===== config.mk =====
export PLATFORM = sky130hd
export DESIGN_NAME = hazard_ctrl_unit
export DESIGN_NICKNAME = d
export VERILOG_FILES = /design/src/rtl/hazard_pkg.sv /design/src/rtl/sat_counter.sv /design/src/rtl/hazard_ctrl_unit.sv
export SDC_FILE = /design/constraint.sdc
export NUM_CORES = 1
export LEC_CHECK = 0
export CORE_UTILIZATION = 48
export CTS_CLUSTER_SIZE = 40
export DETAILED_ROUTE_END_ITERATION = 12
export GPL_TIMING_DRIVEN = 0
export PLACE_DENSITY = 0.8
export SLEW_MARGIN = 25
export SYNTH_ARGS = -nofsm -noshare
export SYNTH_HDL_FRONTEND = slang
export SYNTH_SLANG_ARGS = --single-unit

===== constraint.sdc =====
create_clock -name clk -period 3 [get_ports clk]
set_clock_uncertainty 0.2 [all_clocks]
set_input_delay 0.6 -clock clk [delete_from_list [all_inputs] [get_ports clk]]
set_output_delay 0.6 -clock clk [all_outputs]
set_load 0.01 [all_outputs]

===== src/rtl/hazard_pkg.sv =====
// Shared definitions for the pipeline hazard controller: RV32 opcodes,
// PC select encoding and controller state.
package hazard_pkg;

  localparam logic [6:0] LOAD   = 7'b0000011;
  localparam logic [6:0] BRANCH = 7'b1100011;
  localparam logic [6:0] JALR   = 7'b1100111;
  localparam logic [6:0] JAL    = 7'b1101111;

  typedef enum logic [1:0] {
    PC_NEXT   = 2'b00,
    PC_TARGET = 2'b01,
    PC_HOLD   = 2'b10
  } pcsel_e;

  typedef enum logic [1:0] {
    RUN    = 2'b00,
    BUBBLE = 2'b01,
    FREEZE = 2'b10
  } state_e;

  // Control transfer resolved in EX: taken branch or any jump.
  function automatic logic is_redirect(input logic [6:0] opcode, input logic br_en);
    return br_en | (opcode == JAL) | (opcode == JALR);
  endfunction

endpackage


===== src/rtl/sat_counter.sv =====
// Event counter that sticks at all-ones instead of wrapping.
module sat_counter #(
  parameter int W = 32
) (
  input  logic         clk,
  input  logic         rst,
  input  logic         inc,
  output logic [W-1:0] q
);

  always_ff @(posedge clk) begin
    if (!rst)                  q <= '0;
    else if (inc && q != '1)   q <= q + W'(1);
  end

endmodule


===== src/rtl/hazard_ctrl_unit.sv =====
// Hazard controller for the 5-stage RV32 pipeline: redirect bubbles,
// load-use stalls and memory-wait freezes, plus saturating perf counters.
module hazard_ctrl_unit
  import hazard_pkg::*;
#(
  parameter int EXTRA_FLUSH = 1,
  parameter int REG_AW      = 5,
  parameter int CNT_W       = 32
) (
  input  logic              clk,
  input  logic              rst,
  input  logic [6:0]        ex_opcode,
  input  logic              ex_BrEn,
  input  logic [REG_AW-1:0] ex_rd,
  input  logic [REG_AW-1:0] id_rs1,
  input  logic [REG_AW-1:0] id_rs2,
  input  logic              id_use_rs1,
  input  logic              id_use_rs2,
  input  logic              im_wait,
  input  logic              dm_wait,
  output logic [1:0]        PCSel,
  output logic              pc_we,
  output logic              if_id_we,
  output logic              id_ex_we,
  output logic              ex_mem_we,
  output logic              mem_wb_we,
  output logic              if_id_flush,
  output logic              id_ex_flush,
  output logic              branch,
  output logic [CNT_W-1:0]  redirect_cnt,
  output logic [CNT_W-1:0]  stall_cnt
);

  localparam int BW = (EXTRA_FLUSH > 0) ? $clog2(EXTRA_FLUSH + 1) : 1;
  localparam logic [BW-1:0] BCNT_LOAD = BW'(EXTRA_FLUSH);
  localparam logic [BW-1:0] BCNT_RST  = BW'((EXTRA_FLUSH > 0) ? EXTRA_FLUSH : 1);

  state_e          state_q, state_d, eff_state;
  logic [BW-1:0]   bcnt_q, bcnt_d;
  pcsel_e          pcsel;
  logic            freeze, redirect, load_use;
  logic            redirect_inc, stall_inc;

  assign freeze   = im_wait | dm_wait;
  assign redirect = is_redirect(ex_opcode, ex_BrEn);
  assign load_use = (ex_opcode == LOAD) && (ex_rd != '0) &&
                    ((id_use_rs1 && id_rs1 == ex_rd) || (id_use_rs2 && id_rs2 == ex_rd));

  // A non-zero bcnt means the freeze interrupted a bubble window.
  assign eff_state = (state_q == FREEZE) ? ((bcnt_q != '0) ? BUBBLE : RUN) : state_q;

  always_comb begin
    // NOTE: every output gets a default first so no path leaves a latch.
    state_d      = eff_state;
    bcnt_d       = bcnt_q;
    pcsel        = PC_NEXT;
    pc_we        = 1'b1;
    if_id_we     = 1'b1;
    id_ex_we     = 1'b1;
    ex_mem_we    = 1'b1;
    mem_wb_we    = 1'b1;
    if_id_flush  = 1'b0;
    id_ex_flush  = 1'b0;
    branch       = 1'b0;
    redirect_inc = 1'b0;
    stall_inc    = 1'b0;

    if (freeze) begin
      pcsel     = PC_HOLD;
      pc_we     = 1'b0;
      if_id_we  = 1'b0;
      id_ex_we  = 1'b0;
      ex_mem_we = 1'b0;
      mem_wb_we = 1'b0;
      state_d   = FREEZE;
      stall_inc = 1'b1;
    end else if (redirect) begin
      pcsel        = PC_TARGET;
      branch       = 1'b1;
      if_id_flush  = 1'b1;
      id_ex_flush  = 1'b1;
      redirect_inc = 1'b1;
      bcnt_d       = BCNT_LOAD;
      state_d      = (EXTRA_FLUSH > 0) ? BUBBLE : RUN;
    end else if (eff_state == BUBBLE) begin
      // The ID instruction is squashed anyway, so load-use is moot here.
      id_ex_flush = 1'b1;
      bcnt_d      = bcnt_q - BW'(1);
      if (bcnt_q == BW'(1)) state_d = RUN;
    end else if (load_use) begin
      pcsel       = PC_HOLD;
      pc_we       = 1'b0;
      if_id_we    = 1'b0;
      id_ex_flush = 1'b1;
      stall_inc   = 1'b1;
    end

    if (!rst) begin
      pcsel        = PC_HOLD;
      pc_we        = 1'b0;
      if_id_we     = 1'b0;
      id_ex_we     = 1'b0;
      ex_mem_we    = 1'b0;
      mem_wb_we    = 1'b0;
      if_id_flush  = 1'b1;
      id_ex_flush  = 1'b1;
      branch       = 1'b0;
      redirect_inc = 1'b0;
      stall_inc    = 1'b0;
    end
  end

  assign PCSel = pcsel;

  // Reset parks in BUBBLE so the first cycle after release squashes ID/EX.
  always_ff @(posedge clk) begin
    // NOTE: state registers use non-blocking assignment to avoid update races.
    if (!rst) begin
      state_q <= BUBBLE;
      bcnt_q  <= BCNT_RST;
    end else begin
      state_q <= state_d;
      bcnt_q  <= bcnt_d;
    end
  end

  sat_counter #(.W(CNT_W)) u_redirect_cnt (
    .clk (clk),
    .rst (rst),
    .inc (redirect_inc),
    .q   (redirect_cnt)
  );

  sat_counter #(.W(CNT_W)) u_stall_cnt (
    .clk (clk),
    .rst (rst),
    .inc (stall_inc),
    .q   (stall_cnt)
  );

endmodule


==> summary.md, run 1 <==
| Metric | Value |
|---|---|
| Status | completed |
| Largest net degree at the start of global routing | 12 |
| Final setup viols | 0 |
| Multiplexer area fraction after synthesis | 1.349% |
| Detail Route Antenna Nets | 0 |
| Max incr delay on CP | 520 ps |
| Die H | 89.93 microns |
| CTS tree | done |
| Final setup margin | 62.15 ps |
| Post-synthesis xor/xnor area fraction | 8.496% |
| Crit Path Class | in2out |
| Post-synthesis sequential area ratio | 36.14% |
| Core ar. | 7370 sq um |
| Commonest non-fill, non-tap cell in the layout | clkdlybuf4s50_1 |
| Die W | 89.93 microns |
| Clk slew on worst S/H paths | 70 ps |
| VDD IR max | 0.2869 mV |
| Ports | 103 |
| FP Rows | 31 |
| Post-Synth Simple-Gate Area | 34.42% |
| Post-synth ARST share | 0% |
| Mapped Cells | 447 |
| Vias in the first global route | 3,672 |
| DR vias | 3,972 |
| Cells along the critical path | clkdlybuf4s50_1 > nor2_2 > nand2_1 > inv_4 > buf_4 > clkdlybuf4s50_1 |
| Cell Area, Synth | 3711 sq um |
| Initial antenna violation count | 0 |
| Final period utilization | 97.93% |
| Crit path DAT | 2140 ps |
| Pre-CTS WS | -541.6 ps |
| DRC Markers | 0 |
| Routed length per placed instance | 15.67 microns |
| Crit end category | primary output |
| Minimum clock period after layout | 2938 ps |
| Min-delay worst type | reg2reg |
| Vias per Instance | 5.973 |
| Most common flop cell mapped by yosys | dfxtp_1 |
| Detailed Routing Iterations Pass 1 | 5 |
| Most common cell on crit path | clkdlybuf4s50_1 |
| Synth Area in Compound Gates | 14.09% |
| Main combinational cell family by area after synthesis | simple AND/OR/NAND/NOR gates |
| Initial Utilization | 50.36% |
| Final hold vios | 0 |
| Number of synthesized flops with an enable pin | 0 |
| Core Util, Final | 69.39% |
| Netlist cell types | 55 |
| Ranking of synthesized cells by area | dfxtp_1, xnor2_1, nand4_1, a21oi_1, nor2_1 |
| Tot Pwr | 1.883 mW |
| Critical Path Source Type | input pin |
| GRT Overall Usage | 25.76% |
| P&R area growth vs syn | 37.79% |
| Share of layout cells above drive strength 1 | 10.07% |
| Most frequent cells in the layout | clkdlybuf4s50_1, dfxtp_1, nor2_1 |
| Sequential cell area | 1341 sq um |
| Layout fillers | 620 |
| First-pass GRT wire length | 17.39 mm |
| Hpwl dp | 7.404 mm |
| Synth top area share | 36.14% |
| Hold WS | 300.7 ps |
| Clock Tree Buf Depth | 2 |
| Least-Margin Pin Slew | 546.7 ps |
| CTS H-tree depth | 3 |
| Cell Pwr Density | 368.1 nW/um^2 |
| Post-Synth Adder-Cell Area | 0.6743% |
| Drt total wl | 10.42 mm |
| RSZ-0062 raised after global routing | no |
| Port Buffers | 102 |
| Syn Nets | 478 |
| #FFs+latches synth | 67 |
| Nets | 592 |
| Crit path buf inv count | 4 |
| Max stage delay cell, worst path | clkdlybuf4s50_1 |
| Placer Congestion | 0.9134 |
| DRT iter0 DRCs | 201 |
| Yosys Warn Count | 0 |
| Die ar. | 8087 sq um |
| Worst EP required | 2200 ps |
| Leak | 1.727 nW |
| Largest delay contributor family on the critical path | buffers and inverters |
| Grt ovf | 0 |
| Fmax | 340.4 MHz |
| Post-synth top area cell | dfxtp_1 |
| # Max-Cap Violations | 0 |
| Multi-input gate area | 2240 sq um |
| CTS root buf | clkbuf_8 |
| Max FO, Critical Path | 7 |
| Clock sinks | 67 |
| Clk_lat worst skew | 350 ps |
| Max_slew headroom | 63.55% |
| Slew Viols, Final | 0 |
| CTS Buf Count | 9 |
| Synthesized area per cell | 8.302 sq um |
| N_diodes | 0 |
## cell families (layout without fill, tap and decap cells)
group	count (synthesis)	in the layout
mux	5	5
compound gates	81	81
xor+xnor	36	36
fa+ha+maj	2	2
simple gates	220	220
buf+inv	36	155
flops	67	67
## Yosys cell counts (all sizes together) (4+ instances only)
cell,instances
nor3,21
xor2,6
or4,15
nand4,31
xnor2,30
o21ai,15
o31ai,14
a21oi,28
inv,9
dfxtp,67
and3,10
nand2,38
o41ai,5
and4,5
nor2,38
nand2b,6
clkbuf,14
o21a,4
nor4,11
or3,10
mux2i,5
o311ai,5
nand3,21
and2,4
buf,13
## repair_timing
action / in CTS / in global routing
buffers inserted: 1 / 0
hold buffers: 0 / 0
pin swaps: 3 / 5
setup endpoints to repair: 19 / 35
gates resized for setup: 27 / 10
## worst paths after layout
check | from | endpoint | slack, ps | cells past startpoint
max | dm_wait | id_ex_we | 60 | 6
min | u_stall_cnt.q[13] | u_stall_cnt.q[13] | 300 | 2
max reg2reg | u_redirect_cnt.q[0] | u_redirect_cnt.q[16] | 300 | 9
min reg2reg | u_stall_cnt.q[13] | u_stall_cnt.q[13] | 300 | 2
## report_power, final
group          total (mW)  leakage, nW  internal (mW)  switching, mW
logic               0.158         1.08         0.0746         0.0830
registers           0.902        0.541          0.894        0.00831
clock network       0.823        0.103          0.466          0.357
## registers in the layout, summed over array words and instances, names as in the netlist
| register | cells |
|---|---|
| bcnt_q | 1 |
| u_redirect_cnt.q | 32 |
| u_stall_cnt.q | 32 |
| state_q | 2 |
## layout make-up
class                   instances  share of cell area (%)
clock buffers                  11                   2.569
well taps                      99                   2.422
clock inverters                 5                   1.517
plain buffers                  27                   2.936
multi-input cells             344                   43.80
flip-flops and latches         67                   26.23
repair buffers                103                   19.82
inverters                       9                  0.7096
## metal layers
layer | vias to the layer above | wire length (microns) | global-route usage, % | part of all wire [%]
met4 | 0 | 169 | 8.871 | 1.6
li1 | 1892 | - | - | -
met3 | 21 | 643 | 3.469 | 6.2
met1 | 1906 | 4529 | 33.26 | 43
met2 | 153 | 5076 | 44.17 | 49
met5 | - | 0 | 0 | 0
## stage by stage
stage / setup TNS, ps / std cells / cell area (sq um)
floorplan: 0 / 447 / 3711
global placement: -9462 / 648 / 4856
detailed placement: -11810 / 648 / 4856
CTS: -78.47 / 665 / 5100
global route: 0 / 665 / 5114
finish: 0 / 665 / 5114
## worst min-delay path, stage by stage, from the launching register on
cell and delay (ps):
dfxtp_1 330, o31ai_1 70, a21oi_1 60
(Power assumes the default switching activity.)
==> inputs of run 2 (changes only) <==
--- a/config.mk
+++ b/config.mk
@@ -10,7 +10,8 @@
 export DETAILED_ROUTE_END_ITERATION = 12
 export GPL_TIMING_DRIVEN = 0
 export PLACE_DENSITY = 0.8
-export SLEW_MARGIN = 25
+export RECOVER_POWER = 100
+export SLEW_MARGIN = 30
 export SYNTH_ARGS = -nofsm -noshare
 export SYNTH_HDL_FRONTEND = slang
 export SYNTH_SLANG_ARGS = --single-unit
==> summary.md, run 2 (same netlist as run 1, synthesis figures left out) <==
| Metric | Value |
|---|---|
| Core ar. | 7370 sq um (unchanged) |
| Most frequent cells in the layout | dfxtp_1, dlygate4sd3_1, nand2_1, nor2_1, xnor2_1 |
| Regs by FF count | u_redirect_cnt.q (32), u_stall_cnt.q (32), state_q (2) |
| Detail Route Antenna Nets | 0 (unchanged) |
| Min-delay worst type | reg2reg |
| Crit path buf inv count | 4 (unchanged) |
| Detailed Routing Iterations Pass 1 | 5 (unchanged) |
| Grt ovf | 0 (unchanged) |
| First-pass GRT wire length | 17.39 mm (unchanged) |
| Ports | 103 (unchanged) |
| Port Buffers | 102 (unchanged) |
| Critical Path Source Type | input pin |
| Final setup viols | 0 (unchanged) |
| Clock Tree Buf Depth | 2 (unchanged) |
| Clk_lat worst skew | 340 ps (about the same) |
| Hold-fix buffers at CTS | 0 (unchanged) |
| # Max-Cap Violations | 0 (unchanged) |
| Pre-CTS WS | -541.6 ps (unchanged) |
| Reg2Reg Setup Slack | 180 ps (-120 ps) |
| Max incr delay on CP | 520 ps (about the same) |
| Vias in the first global route | 3,672 (unchanged) |
| Die H | 89.93 microns (unchanged) |
| Fmax | 340.8 MHz (+0.11%) |
| VDD IR max | 0.2878 mV (+0.29%) |
| Status | completed |
| Max_slew headroom | 64.77% (+1.2 points) |
| P&R area growth vs syn | 37.29% |
| Most used routing layer | met2 |
| DR vias | 3,959 (-0.33%) |
| CTS root buf | clkbuf_8 |
| Clk slew on worst S/H paths | 70 ps (about the same) |
| Crit path DAT | 2130 ps (about the same) |
| Worst EP required | 2200 ps (about the same) |
| Largest delay contributor family on the critical path | buffers and inverters |
| Die W | 89.93 microns (unchanged) |
| Cells along the critical path | clkdlybuf4s50_1 > nor2_2 > nand2_1 > inv_4 > buf_4 > clkdlybuf4s50_1 |
| CTS tree | done |
| DRT iter0 DRCs | 219 (+9.0%) |
| Crit end category | primary output |
| Hpwl dp | 7.404 mm (unchanged) |
| N_diodes | 0 (unchanged) |
| Placer Congestion | 0.9134 (unchanged) |
| Hold depth | 2 (unchanged) |
| Final period utilization | 97.82% (-0.11 points) |
| Largest net degree at the start of global routing | 12 (unchanged) |
| WHS Endpoint | u_stall_cnt.q[13] |
| Worst r2r dst | u_redirect_cnt.q[29] |
| CTS H-tree depth | 3 (unchanged) |
| Nets | 592 (unchanged) |
| Final hold vios | 0 (unchanged) |
| Clock sinks | 67 (unchanged) |
| Max FO, Critical Path | 7 (unchanged) |
| Routed length per placed instance | 15.66 microns (about the same) |
| Most common cell on crit path | clkdlybuf4s50_1 |
| Cell Pwr Density | 368.9 nW/um^2 (+0.20%) |
| Met3 GRT Util | 3.469% (unchanged) |
| Met1 usage | 33.26% (unchanged) |
| Drt total wl | 10.41 mm (about the same) |
| Share of layout cells above drive strength 1 | 9.187% (-0.88 points) |
| RSZ-0062 raised after global routing | no |
| Leak | 1.943 nW (+13%) |
| Die ar. | 8087 sq um (unchanged) |
| Worst Reg2Reg Path Length in Cells | 9 (unchanged) |
| Met2 GRT Util | 44.17% (unchanged) |
| Slew Viols, Final | 0 (unchanged) |
| Reg-to-reg startpoint | u_redirect_cnt.q[0] |
| Final setup margin | 65.30 ps (+3.150 ps) |
| Least-Margin Pin Slew | 528.5 ps (-18.24 ps) |
| Hold Startpoint | u_stall_cnt.q[13] |
| Tot Pwr | 1.879 mW (-0.17%) |
| Minimum clock period after layout | 2935 ps (-3.150 ps) |
| CTS Buf Count | 9 (unchanged) |
| DRC Markers | 0 (unchanged) |
| Max stage delay cell, worst path | clkdlybuf4s50_1 |
| Vias per Instance | 5.953 (-0.33%) |
| Commonest non-fill, non-tap cell in the layout | dfxtp_1 |
| Initial antenna violation count | 0 (unchanged) |
| FP Rows | 31 (unchanged) |
| GRT Overall Usage | 25.76% (unchanged) |
| Initial Utilization | 50.36% (unchanged) |
| Crit Path Class | in2out |
| Layout fillers | 624 (+0.65%) |
-- run 2: stage by stage --
stage | instances | utilization [%] | instance area, sq um | hold WS (ps) | setup TNS, ps
floorplan | 447 | - | 3711 | 297.8 | 0
global placement | 648 | 65.89 | 4856 | 280.8 | -9462
detailed placement | 648 | 65.89 | 4856 | 293.4 | -11810
CTS | 665 | 69.20 | 5100 | 302.6 | -78.47
global route | 665 | 69.13 | 5095 | 335.9 | 0
finish | 665 | 69.13 | 5095 | 296.6 | 0
-- run 2: cell type report --
type                            instances  area, sq um  share of cell area [%]
Buffer                                 27        147.6                   2.898
Tap cell                               99        123.9                   2.431
Timing Repair Buffer                  103         1010                   19.82
Clock inverter                          5        77.57                   1.523
Sequential cell                        67         1341                   26.33
Inverter                                9        36.28                  0.7122
Multi-Input combinational cell        344         2227                   43.71
Clock buffer                           11        131.4                   2.579
-- run 2: worst min-delay path: cells and delay by family (launching register included) --
family / cells / cell delay [ps]
AOI/OAI and AO/OA: 2 / 130
DFF: 1 / 330
-- run 2: layer usage --
layer,wire length [microns],share of wire (%),up-vias
met5,0,0,-
met2,5063,49,154
li1,-,-,1896
met1,4596,44,1894
met3,598,5.7,15
met4,152,1.5,0
-- run 2: worst max-delay path by stage --
stage                 start  endpoint  slack [ps]  cells after the start
3_3_place_gp       ex_rd[4]     pc_we        -450                      9
5_1_grt             dm_wait  id_ex_we           9                      6
4_1_cts           id_rs2[0]     pc_we         -80                      9
3_5_place_dp       ex_rd[0]     pc_we        -540                      9
6_report            dm_wait  id_ex_we          70                      6
2_1_floorplan  ex_opcode[0]     pc_we         370                      6
-- run 2: power by group --
| group | switching, mW | internal (mW) | total [mW] | leakage, nW |
|---|---|---|---|---|
| clock network | 0.357 | 0.466 | 0.823 | 0.103 |
| registers | 0.00829 | 0.894 | 0.902 | 0.541 |
| logic | 0.0821 | 0.0720 | 0.154 | 1.30 |
| total | 0.447 | 1.43 | 1.88 | 1.94 |
-- run 2: repair_timing --
action | in CTS | in global routing
setup buffers | 1 | 0
endpoints found under the setup margin | 19 | 35
gates resized for setup | 27 | 10
pin swaps | 3 | 5
==> inputs of run 3 (changes only) <==
--- a/config.mk
+++ b/config.mk
@@ -11,6 +11,7 @@
 export GPL_TIMING_DRIVEN = 0
 export PLACE_DENSITY = 0.8
 export RECOVER_POWER = 100
+export SKIP_CTS_REPAIR_TIMING = 1
 export SLEW_MARGIN = 30
 export SYNTH_ARGS = -nofsm -noshare
 export SYNTH_HDL_FRONTEND = slang
==> summary.md, run 3 (same netlist as run 1, synthesis figures left out) <==
| Metric | Value |
|---|---|
| Fin area | 5201 sq um (+2.1%) |
| Crit end category | primary output |
| Reg2Reg Setup Slack | 270 ps (+90 ps) |
| Share of layout cells above drive strength 1 | 10.37% (+1.2 points) |
| Detail Route Antenna Nets | 0 (unchanged) |
| Worst Reg2Reg Path Length in Cells | 9 (unchanged) |
| Post-route insts no fill | 668 (+0.45%) |
| # Max-Cap Violations | 0 (unchanged) |
| Final period utilization | 99.52% (+1.7 points) |
| Die H | 89.93 microns (unchanged) |
| Die ar. | 8087 sq um (unchanged) |
| Core ar. | 7370 sq um (unchanged) |
| CTS H-tree depth | 3 (unchanged) |
| Least-Margin Pin Slew | 527.0 ps (-1.448 ps) |
| GRT Overall Usage | 25.35% (-0.42 points) |
| Placed Cells | 648 (unchanged) |
| Final setup viols | 0 (unchanged) |
| Max stage delay cell, worst path | clkdlybuf4s50_1 |
| Max_slew headroom | 64.86% (+0.097 points) |
| Crit Path Class | in2out |
| VDD IR max | 0.2878 mV (about the same) |
| First-pass GRT wire length | 17.12 mm (-1.6%) |
| N_diodes | 0 (unchanged) |
| Cells along the critical path | clkdlybuf4s50_1 > and3b_2 > a41oi_2 > nand3_1 > o21ai_2 > inv_1 > buf_4 > dlymetal6s2s_1 |
| Final hold vios | 0 (unchanged) |
| Vias per Instance | 5.949 (about the same) |
| Worst r2r dst | u_redirect_cnt.q[16] |
| Slew Viols, Final | 0 (unchanged) |
| Hold depth | 2 (unchanged) |
| Minimum clock period after layout | 2985 ps (+50.75 ps) |
| CTS Buf Count | 9 (unchanged) |
| Regs by FF count | u_redirect_cnt.q (32), u_stall_cnt.q (32), state_q (2) |
| Min-delay worst type | reg2reg |
| Crit path DAT | 2190 ps (+60 ps) |
| RSZ-0062 raised after global routing | yes |
| DR vias | 3,974 (+0.38%) |
| Max incr delay on CP | 440 ps (-80 ps) |
| FP Rows | 31 (unchanged) |
| Max FO, Critical Path | 4 (-3) |
| Placed Instance Area | 4856 sq um (unchanged) |
| Hold Startpoint | u_stall_cnt.q[13] |
| Vias in the first global route | 3,631 (-1.1%) |
| Status | completed |
| Placer Congestion | 0.9134 (unchanged) |
| Initial antenna violation count | 0 (unchanged) |
| CTS tree | done |
| Leak | 1.891 nW (-2.7%) |
| P&R area growth vs syn | 40.16% |
| Reg-to-reg startpoint | u_redirect_cnt.q[0] |
| CTS root buf | clkbuf_8 |
| Fmax | 335.0 MHz (-1.7%) |
| Clk_lat worst skew | 350 ps (about the same) |
| Layout fillers | 597 (-4.3%) |
| Clk slew on worst S/H paths | 70 ps (about the same) |
| Setup TNS | 0 ps (unchanged) |
| Port Buffers | 102 (unchanged) |
| Critical Path Source Type | input pin |
| Detailed Routing Iterations Pass 1 | 5 (unchanged) |
| Initial Utilization | 50.36% (unchanged) |
| Largest delay contributor family on the critical path | buffers and inverters |
| Cell Pwr Density | 364.3 nW/um^2 (-1.2%) |
| Ports | 103 (unchanged) |
| Grt ovf | 0 (unchanged) |
| Commonest non-fill, non-tap cell in the layout | clkdlybuf4s50_1 |
| Clock sinks | 67 (unchanged) |
| Routed length per placed instance | 15.97 microns (+2.0%) |
| Crit path buf inv count | 4 (unchanged) |
| Nets | 595 (+0.51%) |
| DRC Markers | 0 (unchanged) |
| Worst EP required | 2200 ps (about the same) |
| Clock Tree Buf Depth | 2 (unchanged) |
| Largest net degree at the start of global routing | 12 (unchanged) |
| Die W | 89.93 microns (unchanged) |
| Most frequent cells in the layout | clkdlybuf4s50_1, dfxtp_1, nor2_1 |
| WHS Endpoint | u_stall_cnt.q[13] |
| Drt total wl | 10.67 mm (+2.5%) |
| Hpwl dp | 7.404 mm (unchanged) |
| DRT iter0 DRCs | 256 (+17%) |
run 3: cell count changes in the layout (fill, tap and decap cells not counted), sizes merged:
cell,change
dlygate4sd3,-64
clkbuf,-8
clkdlybuf4s15,-1
buf,+10
dlygate4sd2,-12
clkdlybuf4s50,+63
dlymetal6s2s,+15
clkinvlp,+1
inv,-1
run 3: through the flow:
step | util [%] | setup WS, ps | power [mW] | hold WS (ps)
finish | 70.58 | 14.55 | 1.895 | 299.2
global route | 70.58 | -91.28 | 1.942 | 341.5
CTS | 68.73 | -539.6 | 1.885 | 302.6
detailed placement | 65.89 | -541.6 | 1.077 | 293.4
global placement | 65.89 | -454.7 | 1.074 | 280.8
floorplan | - | 370.8 | 0.9932 | 297.8
run 3: report_power, final:
part | leakage [nW] | internal (mW) | total, mW | switching [mW]
sequential | 0.541 | 0.894 | 0.902 | 0.00805
combinational | 1.25 | 0.0808 | 0.166 | 0.0857
clock | 0.103 | 0.466 | 0.827 | 0.360
total | 1.89 | 1.44 | 1.89 | 0.454
run 3: final cells by class:
type,instances,area [sq um],share of cell area (%)
multi-input cells,344,2248,43.23
flip-flops and latches,67,1341,25.79
repair buffers,106,1091,20.98
plain buffers,27,150.1,2.887
clock buffers,11,131.4,2.526
well taps,99,123.9,2.382
clock inverters,5,77.57,1.491
inverters,9,37.54,0.7217
run 3: worst min-delay path: stages, from the launching register on:
cell	delay (ps)
dfxtp_1	330
o31ai_1	70
a21oi_1	60
run 3: worst max-delay path by stage:
stage | from | to | slack (ps) | cells after the start
2_1_floorplan | ex_opcode[0] | pc_we | 370 | 6
3_3_place_gp | ex_rd[4] | pc_we | -450 | 9
3_5_place_dp | ex_rd[0] | pc_we | -540 | 9
4_1_cts | ex_rd[0] | pc_we | -540 | 9
5_1_grt | ex_opcode[6] | pc_we | -90 | 9
6_report | ex_opcode[4] | pc_we | 10 | 8
run 3: layer usage:
metal / vias up / GRT usage (%) / routed length (microns)
li1: 1905 / - / -
met1: 1895 / 32.89 / 4669
met2: 156 / 43.33 / 5225
met3: 18 / 3.469 / 603
met4: 0 / 8.468 / 172
met5: - / 0 / 0
